$ cat config.mk
export PLATFORM = sky130hd
export DESIGN_NAME = wb_stage_flat
export DESIGN_NICKNAME = d
export VERILOG_FILES = /design/src/rtl/wb_pkg.sv /design/src/rtl/wb_stage_if.sv /design/src/rtl/wb_stage_ld_align.sv /design/src/rtl/wb_stage.sv /design/src/flat_wrapper.sv
export SDC_FILE = /design/constraint.sdc
export NUM_CORES = 1
export LEC_CHECK = 0
export BUFFER_PORTS_ARGS = -buffer_cell sky130_fd_sc_hd__buf_4
export CAP_MARGIN = 30
export CORE_ASPECT_RATIO = 0.9
export CORE_UTILIZATION = 32
export DETAILED_ROUTE_END_ITERATION = 16
export PLACE_DENSITY = 0.62
export SYNTH_ARGS = -nofsm -noshare
export SYNTH_HDL_FRONTEND = slang
export SYNTH_HIERARCHICAL = 1
export SYNTH_SLANG_ARGS = --single-unit
$ cat constraint.sdc
create_clock -name clk -period 2.9 [get_ports clk]
set_input_delay 0 -clock clk [delete_from_list [all_inputs] [get_ports clk]]
set_output_delay 0 -clock clk [all_outputs]
set_load 0.02 [all_outputs]
$ cat src/rtl/wb_pkg.sv
// Shared definitions for the write-back stage.
//   wb_state_e : load-wait FSM states.
//   F3_*       : load funct3 encodings used by the alignment logic.
package wb_pkg;

  typedef enum logic {
    IDLE = 1'b0,
    WAIT = 1'b1
  } wb_state_e;

  localparam logic [2:0] F3_LB  = 3'b000;
  localparam logic [2:0] F3_LH  = 3'b001;
  localparam logic [2:0] F3_LW  = 3'b010;
  localparam logic [2:0] F3_LBU = 3'b100;
  localparam logic [2:0] F3_LHU = 3'b101;

endpackage

$ cat src/rtl/wb_stage_if.sv
// MEM/WB pipeline register bundle.
//   rd_data : ALU result headed for the register file
//   rd_addr : destination register index
//   dm_out  : full data-memory read word
//   reg_wr  : instruction writes a register
//   dm2reg  : write-back source is load data rather than rd_data
// MEM2WB is the producing side, WB2MEM the consuming side.
interface inf_MEM_WB #(
  parameter int DATA_BITS = 32,
  parameter int REG_BITS  = 5
);
  logic [DATA_BITS-1:0] rd_data;
  logic [REG_BITS-1:0]  rd_addr;
  logic [DATA_BITS-1:0] dm_out;
  logic                 reg_wr;
  logic                 dm2reg;

  modport MEM2WB (output rd_data, rd_addr, dm_out, reg_wr, dm2reg);
  modport WB2MEM (input  rd_data, rd_addr, dm_out, reg_wr, dm2reg);
endinterface

$ cat src/rtl/wb_stage_ld_align.sv
// Load data alignment: selects the byte/halfword addressed by the load
// offset out of the full memory word and sign- or zero-extends it.
//   dm_out_i : full memory word
//   ld_f3_i  : load funct3
//   ld_off_i : byte offset of the load address
//   data_o   : aligned, extended result
module ld_align
  import wb_pkg::*;
#(
  parameter int DATA_BITS = 32
) (
  input  logic [DATA_BITS-1:0] dm_out_i,
  input  logic [2:0]           ld_f3_i,
  input  logic [1:0]           ld_off_i,
  output logic [DATA_BITS-1:0] data_o
);

  logic [7:0]  byte_sel;
  logic [15:0] half_sel;

  assign byte_sel = dm_out_i[{ld_off_i, 3'b000} +: 8];
  // off[0] is deliberately ignored: misaligned halfwords read the enclosing half.
  assign half_sel = dm_out_i[{ld_off_i[1], 4'b0000} +: 16];

  always_comb begin
    data_o = dm_out_i;
    case (ld_f3_i)
      F3_LB:   data_o = {{(DATA_BITS-8){byte_sel[7]}}, byte_sel};
      F3_LH:   data_o = {{(DATA_BITS-16){half_sel[15]}}, half_sel};
      F3_LBU:  data_o = {{(DATA_BITS-8){1'b0}}, byte_sel};
      F3_LHU:  data_o = {{(DATA_BITS-16){1'b0}}, half_sel};
      default: data_o = dm_out_i;
    endcase
  end

endmodule

$ cat src/rtl/wb_stage.sv
// Write-back stage.
//   clk, rstn        : clock, asynchronous active-low reset
//   mem_wb           : MEM/WB payload (consuming modport)
//   mem_valid        : payload is a live instruction
//   ld_f3, ld_off    : load funct3 and byte offset
//   dm_rvalid        : dm_out carries load data this cycle
//   flush            : drop a pending load
//   rf_*             : register-file write port
//   fwd_*            : EX forwarding copy of rf_*
//   last_*           : rf_* delayed by one cycle for the ID bypass
//   wb_stall         : holds IF..MEM while load data is outstanding
//   instret          : retired-instruction counter
module wb_stage
  import wb_pkg::*;
#(
  parameter int DATA_BITS = 32,
  parameter int REG_BITS  = 5
) (
  input  logic                 clk,
  input  logic                 rstn,
  inf_MEM_WB.WB2MEM            mem_wb,
  input  logic                 mem_valid,
  input  logic [2:0]           ld_f3,
  input  logic [1:0]           ld_off,
  input  logic                 dm_rvalid,
  input  logic                 flush,
  output logic                 rf_we,
  output logic [REG_BITS-1:0]  rf_waddr,
  output logic [DATA_BITS-1:0] rf_wdata,
  output logic                 fwd_valid,
  output logic [REG_BITS-1:0]  fwd_addr,
  output logic [DATA_BITS-1:0] fwd_data,
  output logic                 last_we,
  output logic [REG_BITS-1:0]  last_waddr,
  output logic [DATA_BITS-1:0] last_wdata,
  output logic                 wb_stall,
  output logic [63:0]          instret
);

  wb_state_e            state_q, state_d;
  logic [REG_BITS-1:0]  h_addr_q;
  logic                 h_we_q;
  logic [2:0]           h_f3_q;
  logic [1:0]           h_off_q;
  logic                 hold_ld;

  logic                 last_we_q;
  logic [REG_BITS-1:0]  last_waddr_q;
  logic [DATA_BITS-1:0] last_wdata_q;
  logic [63:0]          instret_q;

  logic                 wr;
  logic                 retire;
  logic [2:0]           al_f3;
  logic [1:0]           al_off;
  logic [DATA_BITS-1:0] al_data;

  // In WAIT the payload on the interface belongs to a younger instruction,
  // so alignment must use the fields captured when the load arrived.
  assign al_f3  = (state_q == WAIT) ? h_f3_q  : ld_f3;
  assign al_off = (state_q == WAIT) ? h_off_q : ld_off;

  ld_align #(.DATA_BITS(DATA_BITS)) u_ld_align (
    .dm_out_i (mem_wb.dm_out),
    .ld_f3_i  (al_f3),
    .ld_off_i (al_off),
    .data_o   (al_data)
  );

  always_comb begin
    state_d  = state_q;
    wr       = 1'b0;
    rf_waddr = '0;
    rf_wdata = '0;
    retire   = 1'b0;
    wb_stall = 1'b0;
    hold_ld  = 1'b0;
    case (state_q)
      IDLE: begin
        if (mem_valid) begin
          if (!mem_wb.dm2reg) begin
            wr       = mem_wb.reg_wr;
            rf_waddr = mem_wb.rd_addr;
            rf_wdata = mem_wb.rd_data;
            retire   = 1'b1;
          end else if (dm_rvalid) begin
            wr       = mem_wb.reg_wr;
            rf_waddr = mem_wb.rd_addr;
            rf_wdata = al_data;
            retire   = 1'b1;
          end else begin
            wb_stall = 1'b1;
            hold_ld  = 1'b1;
            state_d  = WAIT;
          end
        end
      end
      WAIT: begin
        wb_stall = !dm_rvalid;
        // flush wins over a same-cycle response: the load is abandoned.
        if (flush) begin
          state_d = IDLE;
        end else if (dm_rvalid) begin
          wr       = h_we_q;
          rf_waddr = h_addr_q;
          rf_wdata = al_data;
          retire   = 1'b1;
          state_d  = IDLE;
        end
      end
      default: state_d = IDLE;
    endcase
  end

  // x0 is hardwired to zero: never write it, but the instruction still retires.
  assign rf_we     = wr && (rf_waddr != '0);
  assign fwd_valid = rf_we;
  assign fwd_addr  = rf_waddr;
  assign fwd_data  = rf_wdata;

  always_ff @(posedge clk or negedge rstn) begin
    if (!rstn) begin
      state_q      <= IDLE;
      h_addr_q     <= '0;
      h_we_q       <= 1'b0;
      h_f3_q       <= '0;
      h_off_q      <= '0;
      last_we_q    <= 1'b0;
      last_waddr_q <= '0;
      last_wdata_q <= '0;
      instret_q    <= '0;
    end else begin
      state_q <= state_d;
      if (hold_ld) begin
        h_addr_q <= mem_wb.rd_addr;
        h_we_q   <= mem_wb.reg_wr;
        h_f3_q   <= ld_f3;
        h_off_q  <= ld_off;
      end
      last_we_q    <= rf_we;
      last_waddr_q <= rf_waddr;
      last_wdata_q <= rf_wdata;
      instret_q    <= instret_q + 64'(retire);
    end
  end

  assign last_we    = last_we_q;
  assign last_waddr = last_waddr_q;
  assign last_wdata = last_wdata_q;
  assign instret    = instret_q;

endmodule

$ cat src/flat_wrapper.sv
// flat-port wrapper written by rule: the top's interface ports become plain ports
module wb_stage_flat import wb_pkg::*;
#(
  parameter int DATA_BITS = 32,
  parameter int REG_BITS  = 5
)
  (clk, rstn, mem_valid, ld_f3, ld_off, dm_rvalid, flush, rf_we, rf_waddr, rf_wdata, fwd_valid, fwd_addr, fwd_data, last_we, last_waddr, last_wdata, wb_stall, instret, mem_wb_rd_data, mem_wb_rd_addr, mem_wb_dm_out, mem_wb_reg_wr, mem_wb_dm2reg);
  inf_MEM_WB #(.DATA_BITS(DATA_BITS), .REG_BITS(REG_BITS)) mem_wb_i ();
  input  logic clk;
  input  logic rstn;
  input  logic mem_valid;
  input  logic [2:0] ld_f3;
  input  logic [1:0] ld_off;
  input  logic dm_rvalid;
  input  logic flush;
  output logic rf_we;
  output logic [REG_BITS-1:0] rf_waddr;
  output logic [DATA_BITS-1:0] rf_wdata;
  output logic fwd_valid;
  output logic [REG_BITS-1:0] fwd_addr;
  output logic [DATA_BITS-1:0] fwd_data;
  output logic last_we;
  output logic [REG_BITS-1:0] last_waddr;
  output logic [DATA_BITS-1:0] last_wdata;
  output logic wb_stall;
  output logic [63:0] instret;
  input wire logic [$bits(mem_wb_i.rd_data)-1:0] mem_wb_rd_data;
  input wire logic [$bits(mem_wb_i.rd_addr)-1:0] mem_wb_rd_addr;
  input wire logic [$bits(mem_wb_i.dm_out)-1:0] mem_wb_dm_out;
  input wire logic [$bits(mem_wb_i.reg_wr)-1:0] mem_wb_reg_wr;
  input wire logic [$bits(mem_wb_i.dm2reg)-1:0] mem_wb_dm2reg;
  assign mem_wb_i.rd_data = mem_wb_rd_data;
  assign mem_wb_i.rd_addr = mem_wb_rd_addr;
  assign mem_wb_i.dm_out = mem_wb_dm_out;
  assign mem_wb_i.reg_wr = mem_wb_reg_wr;
  assign mem_wb_i.dm2reg = mem_wb_dm2reg;
  wb_stage #(.DATA_BITS(DATA_BITS), .REG_BITS(REG_BITS)) u_core (.clk(clk), .rstn(rstn), .mem_wb(mem_wb_i), .mem_valid(mem_valid), .ld_f3(ld_f3), .ld_off(ld_off), .dm_rvalid(dm_rvalid), .flush(flush), .rf_we(rf_we), .rf_waddr(rf_waddr), .rf_wdata(rf_wdata), .fwd_valid(fwd_valid), .fwd_addr(fwd_addr), .fwd_data(fwd_data), .last_we(last_we), .last_waddr(last_waddr), .last_wdata(last_wdata), .wb_stall(wb_stall), .instret(instret));
endmodule
==> impl_metrics.yaml, run 1 <==
layout:
  area_growth_pct: 51.7
  antenna_cells: 0
  final_layout_size_suffix_gt1_share_pct: 42.6
  nets: 905
yosys:
  yosys-top-cells-count: "dfrtp_1, a22o_1, xnor2_1, buf_4, nand2_1"
  yosys-top-cells-area: "dfrtp_1, a22o_1, xnor2_1"
  syn_area_um2: 6050
  synth_top_area_share_pct: 47.1
  yosys.cell_count.top_type: "dfrtp_1"
  async_flop_share_pct: 100
  yosysWarnings: 6
  ys_types: 55
  synth.avg_cell_area_um2: 11.2
  synth_seq_cells: 114
  synth_edf_count: 0
  synthesis.nets: 622
  syn_inst: 539
  yosysSeqAreaShare_pct: 47.1
  synth_top_area_cell: "dfrtp_1"
  synthFlopType: "dfrtp_1"
die:
  ioPinCount: 260
  die_area_um2: 19500
  dieHeight_um: 132
  chipWidth_um: 147
  start_util_pct: 32.8
  core-area_um2: 18500
  core.rowCount: 47
power_and_ir_drop:
  irDropWorstVdd_mv: 0.370
  p_leak_nw: 4.60
  powerDensity_nw_per_um2: 561
routing:
  via_count: 5223
  drt-total-wl_um: 18300
  drt-initial-drc-count: 242
  drc: 0
  routedWlPerCell_um: 17.0
  postRouteAntennaNets: 0
  firstDrtPassIters: 4
  vias_per_cell: 4.84
placed_design:
  io_buffers: 259
  dp_hpwl_um: 13400
  gp_congestion: 0.828
setup_path:
  r2r_end: "u_core/last_wdata[19]$_DFF_PN0_"
  timing.rr.start: "u_core/state_q$_DFF_PN0_"
  r2r_cells: 7
  worstPathRequired_ns: 2.90
  cp-start-kind: "flop"
  r2r_slack_ns: 0.11
  worstSetupPathType: "flop to primary output"
  end_kind: "primary output"
  startpoint: "u_core/state_q$_DFF_PN0_"
  arrival_ns: 2.82
  cp_max_fo: 8
timing:
  setup_tns_ns: 0
  hold_viol: 0
  final-max-slew-violation-count: 0
  tightest_slew_ns: 0.862
  slew-limit-headroom_pct: 42.4
  setup_viol: 0
  timing.final.crit_share_pct: 97.3
  hold-worst-slack_ns: 0.0170
  fin_skew_ns: 0.0122
  rsz0062_at_grt: "no"
  fmax_ghz: 0.355
  min_period_ns: 2.82
clock_tree:
  cts.sinks: 114
  worstSkewPairLatency_ns: 0.41
  cts_buffers: 17
  cts_root_buffer: "clkbuf_16"
  clkTransAtPathRegs_ns: 0.06
  cts_tree: "done"
  ctsHtreeMaxLevel: 4
  cts_buffer_depth: 2
hold_path:
  hold_path_depth: 4
  worstHoldPathType: "input port to flop"
  holdCritStartpoint: "mem_wb_dm_out[22]"
  whs_endpoint: "u_core/last_wdata[22]$_DFF_PN0_"
global_routing:
  grt_pass1_wl_um: 28200
  grt_use_total_pct: 18.7
  grt_pass1_vias: 5235
  grt_max_degree: 59
  overflow: 0
  antenna_found_initial: 0
status:
  status: "finished, final reports clean"
job:
  cap_violations: 0
[cell usage in the layout, fill, tap and decap left out, drive strengths merged, types with 2 or more instances in the layout]
cell type / instances
nor2b: 9
and4: 8
o21ai: 15
mux2: 17
nand2b: 3
inv: 9
a221o: 8
dlygate4sd3: 54
o41ai: 2
a22o: 46
nor4: 7
clkbuf: 20
clkinv: 6
a21oi: 8
and3: 10
buf: 274
nand4: 18
nor3: 9
nand2: 34
bufinv: 4
nor3b: 3
xnor2: 45
nand3b: 7
ha: 2
nand3: 33
o22a: 7
and2: 4
nor2: 14
xor2: 17
mux2i: 17
dfrtp: 114
[registers in the layout, indices dropped and copies added (netlist names)]
name / cells
u_core/h_addr_q: 5
u_core/h_f3_q: 3
u_core/h_off_q: 2
u_core/h_we_q: 1
u_core/instret: 64
u_core/last_waddr: 5
u_core/last_wdata: 32
u_core/last_we: 1
u_core/state_q: 1
[final cells by class]
type                    instances  area, µm²
fillers                      1716       9280
flip-flops and latches        114       2850
multi-input cells             353       2770
repair buffers                328       2600
clock buffers                  20        447
well taps                     245        307
clock inverters                12        181
inverters                       8       30.0
[through the flow]
stage                     util [%]  std cells  total power, mW  area (µm²)  setup slack [ns]
after floorplan                  -        539             2.43        6050            0.0988
after global placement        43.2        992             2.86        7980             0.344
after detailed placement      43.2        992             2.87        7980             0.268
after CTS                     49.6       1078             5.21        9160            0.0428
after global routing          49.7       1080             5.36        9180           0.00736
final                         49.7       1080             5.15        9180            0.0793
[critical path, stage by stage, from the launching register on]
cell	delay (ns)
dfrtp_1	0.38
buf_4	0.17
mux2_4	0.34
mux4_2	0.42
nor4b_4	0.14
buf_4	0.18
a221o_1	0.32
a22o_4	0.29
buf_4	0.16
[layer usage]
| layer | routed length [µm] | track usage, % | part of all wire (%) |
|---|---|---|---|
| met5 | 0 | 0 | 0 |
| met4 | 102 | 4.64 | 0.56 |
| met3 | 1080 | 4.97 | 5.9 |
| met2 | 9260 | 31.8 | 50 |
| met1 | 7900 | 23.5 | 43 |
[cell families after synthesis]
kind of cell | share of synthesized area [%]
adder cells (fa/ha/maj) | 0.413
multiplexers | 6.35
AO/OA/AOI/OAI | 12.8
XOR/XNOR | 9.10
buffers and inverters | 7.63
flip-flops | 47.1
AND/OR/NAND/NOR | 16.6
[report_power, final]
| group | switching (mW) | internal (mW) |
|---|---|---|
| Combinational | 0.593 | 0.529 |
| Clock | 0.766 | 1.46 |
| Sequential | 0.0894 | 1.71 |
[what timing repair did]
item                                    in CTS  in global routing
setup buffers                                0                  2
hold buffers                                54                  0
endpoints found under the hold margin      106                  0
endpoints found under the setup margin       4                  5
gates cloned                                 0                  0
gates resized for setup                      1                  2
[how the worst max path moves through the flow]
stage                                   endpoint  slack, ns  cells past startpoint
floorplan           u_core/instret[26]$_DFF_PN0_        0.1                     10
global placement    u_core/instret[60]$_DFF_PN0_       0.34                     10
detailed placement  u_core/instret[26]$_DFF_PN0_       0.27                     10
CTS                                 fwd_data[12]       0.04                      7
global route                        rf_wdata[16]      0.007                      7
finish                              fwd_data[12]       0.08                      8
No activity file was read; power rests on OpenSTA's default activity.
==> inputs of run 2 (changes only) <==
--- a/config.mk
+++ b/config.mk
@@ -5,12 +5,12 @@
 export SDC_FILE = /design/constraint.sdc
 export NUM_CORES = 1
 export LEC_CHECK = 0
-export BUFFER_PORTS_ARGS = -buffer_cell sky130_fd_sc_hd__buf_4
-export CAP_MARGIN = 30
+export CAP_MARGIN = 40
 export CORE_ASPECT_RATIO = 0.9
 export CORE_UTILIZATION = 32
 export DETAILED_ROUTE_END_ITERATION = 16
-export PLACE_DENSITY = 0.62
+export DONT_BUFFER_PORTS = 1
+export PLACE_DENSITY = 0.49
 export SYNTH_ARGS = -nofsm -noshare
 export SYNTH_HDL_FRONTEND = slang
 export SYNTH_HIERARCHICAL = 1
==> run 2 against run 1 <==
Against the previous run:
- clock-buffer cell count shrank 1
- via count decreased by 13%
- maximum frequency down 0.95%
- utilization shrank 7.6 points
- flip-flop and latch count unchanged
- critical endpoint is now u_core/last_wdata[11]$_DFF_PN0_
==> impl_metrics.yaml, run 2 (same netlist as run 1, synthesis figures left out) <==
placed_design:
  gp_congestion: 0.780
  io_buffers: 0
  dp_slack_ns: 0.264
  place_inst: 766
  place_area_um2: 6310
  dp_hpwl_um: 12300
layout:
  fin_cells: 879
  mostFrequentLayoutCell: "dfrtp_1"
  largest_reg_flops: 64
  area_growth_pct: 28.5
  nets: 703
  post-route-util_pct: 42.1
  layout.cells.most_common_list: "dfrtp_1, dlygate4sd3_1, xnor2_1, buf_4, a22o_1"
  design_area_um2: 7780
  final_layout_size_suffix_gt1_share_pct: 22.3
setup_path:
  crit_family: "buffers and inverters"
  cp_max_fo: 8
  path_cells: "buf_6, mux2_4, mux4_2, nor4b_4, buf_6, a221o_1, a22o_1, dlygate4sd3_1"
  cp-start-kind: "flop"
  arrival_ns: 3.13
  cpPeakStageDelay_ns: 0.57
  end_kind: "flop"
  cp_slowest_cell: "dlygate4sd3_1"
  crit_top_cell: "buf_6"
  critical_path_buf_inv_count: 3
  worstPathRequired_ns: 3.18
  worstSetupPathType: "flop to flop"
power_and_ir_drop:
  irDropWorstVdd_mv: 0.339
  p_int_mw: 3.51
  share_seq_of_total_power_pct: 38.9
  p_leak_nw: 3.58
  combPwrFrac_pct: 15.8
  finalPower_mw: 4.91
  power.share.clock_pct: 45.3
  switchingPower_mw: 1.40
  switching_share_pct: 28.5
  powerDensity_nw_per_um2: 632
timing:
  setup_tns_ns: 0
  fmax_ghz: 0.351
  min_period_ns: 2.85
  setup_viol: 0
  hold-worst-slack_ns: 0.0461
  timing.final.ws_setup_ns: 0.0523
  slew-limit-headroom_pct: 53.0
  fin_skew_ns: 0.0111
  tightest_slew_ns: 0.705
  rsz0062_at_grt: "no"
  final-max-slew-violation-count: 0
  timing.final.crit_share_pct: 98.2
  hold_viol: 0
die:
  start_util_pct: 32.8
  ioPinCount: 260
  dieHeight_um: 132
  die_area_um2: 19500
  chipWidth_um: 147
  core-area_um2: 18500
  core.rowCount: 47
routing:
  wl_met3_um: 1510
  via_count: 4569
  firstDrtPassIters: 4
  met1_length_um: 7220
  vias_per_cell: 5.20
  wl_met2_um: 8700
  routedWlPerCell_um: 20.1
  drt-total-wl_um: 17700
  drt-initial-drc-count: 175
  highest_layer: "met4"
  postRouteAntennaNets: 0
  drc: 0
global_routing:
  grt_pass1_wl_um: 27200
  grt_use_total_pct: 18.1
  antenna_found_initial: 1
  grt_pass1_vias: 4800
  overflow: 0
  grt_max_degree: 115
clock_tree:
  cts.sinks: 114
  clkTransAtPathRegs_ns: 0.06
  cts_buffers: 17
  worstSkewPairLatency_ns: 0.41
  cts_buffer_depth: 2
  cts_root_buffer: "clkbuf_16"
  ctsHtreeMaxLevel: 4
  cts_tree: "done"
hold_path:
  worstHoldPathType: "input port to flop"
job:
  cap_violations: 0
status:
  status: "finished, final reports clean"
## run 2: final timing paths
path	start	end	slack [ns]	cells past startpoint
worst max-delay path	u_core/state_q$_DFF_PN0_	u_core/last_wdata[11]$_DFF_PN0_	0.05	8
worst min-delay path	mem_wb_rd_data[8]	u_core/last_wdata[8]$_DFF_PN0_	0.05	1
worst max register to register	u_core/state_q$_DFF_PN0_	u_core/last_wdata[11]$_DFF_PN0_	0.05	8
worst min register to register	u_core/h_f3_q[1]$_DFFE_PN0P_	u_core/h_f3_q[1]$_DFFE_PN0P_	0.50	1
max in group asynchronous	rstn	u_core/last_wdata[31]$_DFF_PN0_	2.26	2
min in group asynchronous	rstn	u_core/instret[24]$_DFF_PN0_	0.21	2
## run 2: area by class of cell
class | count | area, µm²
fill | 1800 | 10700
sequential | 114 | 2850
multi-input combinational | 353 | 2770
timing repair buffer | 126 | 1190
clock buffer | 19 | 443
tap | 245 | 307
clock inverter | 13 | 183
inverter | 8 | 30.0
antenna | 1 | 2.50
## run 2: what timing repair did
item	CTS	global route
pin swaps	0	1
buffers inserted	0	3
hold buffers	70	7
gates resized for setup	5	10
hold endpoints to repair	157	7
setup endpoints to repair	18	18
## run 2: power groups by stage
stage	registers, mW	logic [mW]	clock network [mW]
after floorplan	1.91	0.524	0
after global placement	1.94	0.616	0
after detailed placement	1.94	0.627	0
after CTS	1.91	0.762	2.30
after global routing	1.92	0.835	2.35
final	1.91	0.775	2.23
## run 2: layer usage
| metal | up-vias | GRT usage [%] |
|---|---|---|
| met1 | 2270 | 21.0 |
| met4 | 0 | 6.36 |
| met5 | - | 0 |
| met2 | 191 | 30.3 |
| met3 | 21 | 7.41 |
| li1 | 2087 | - |
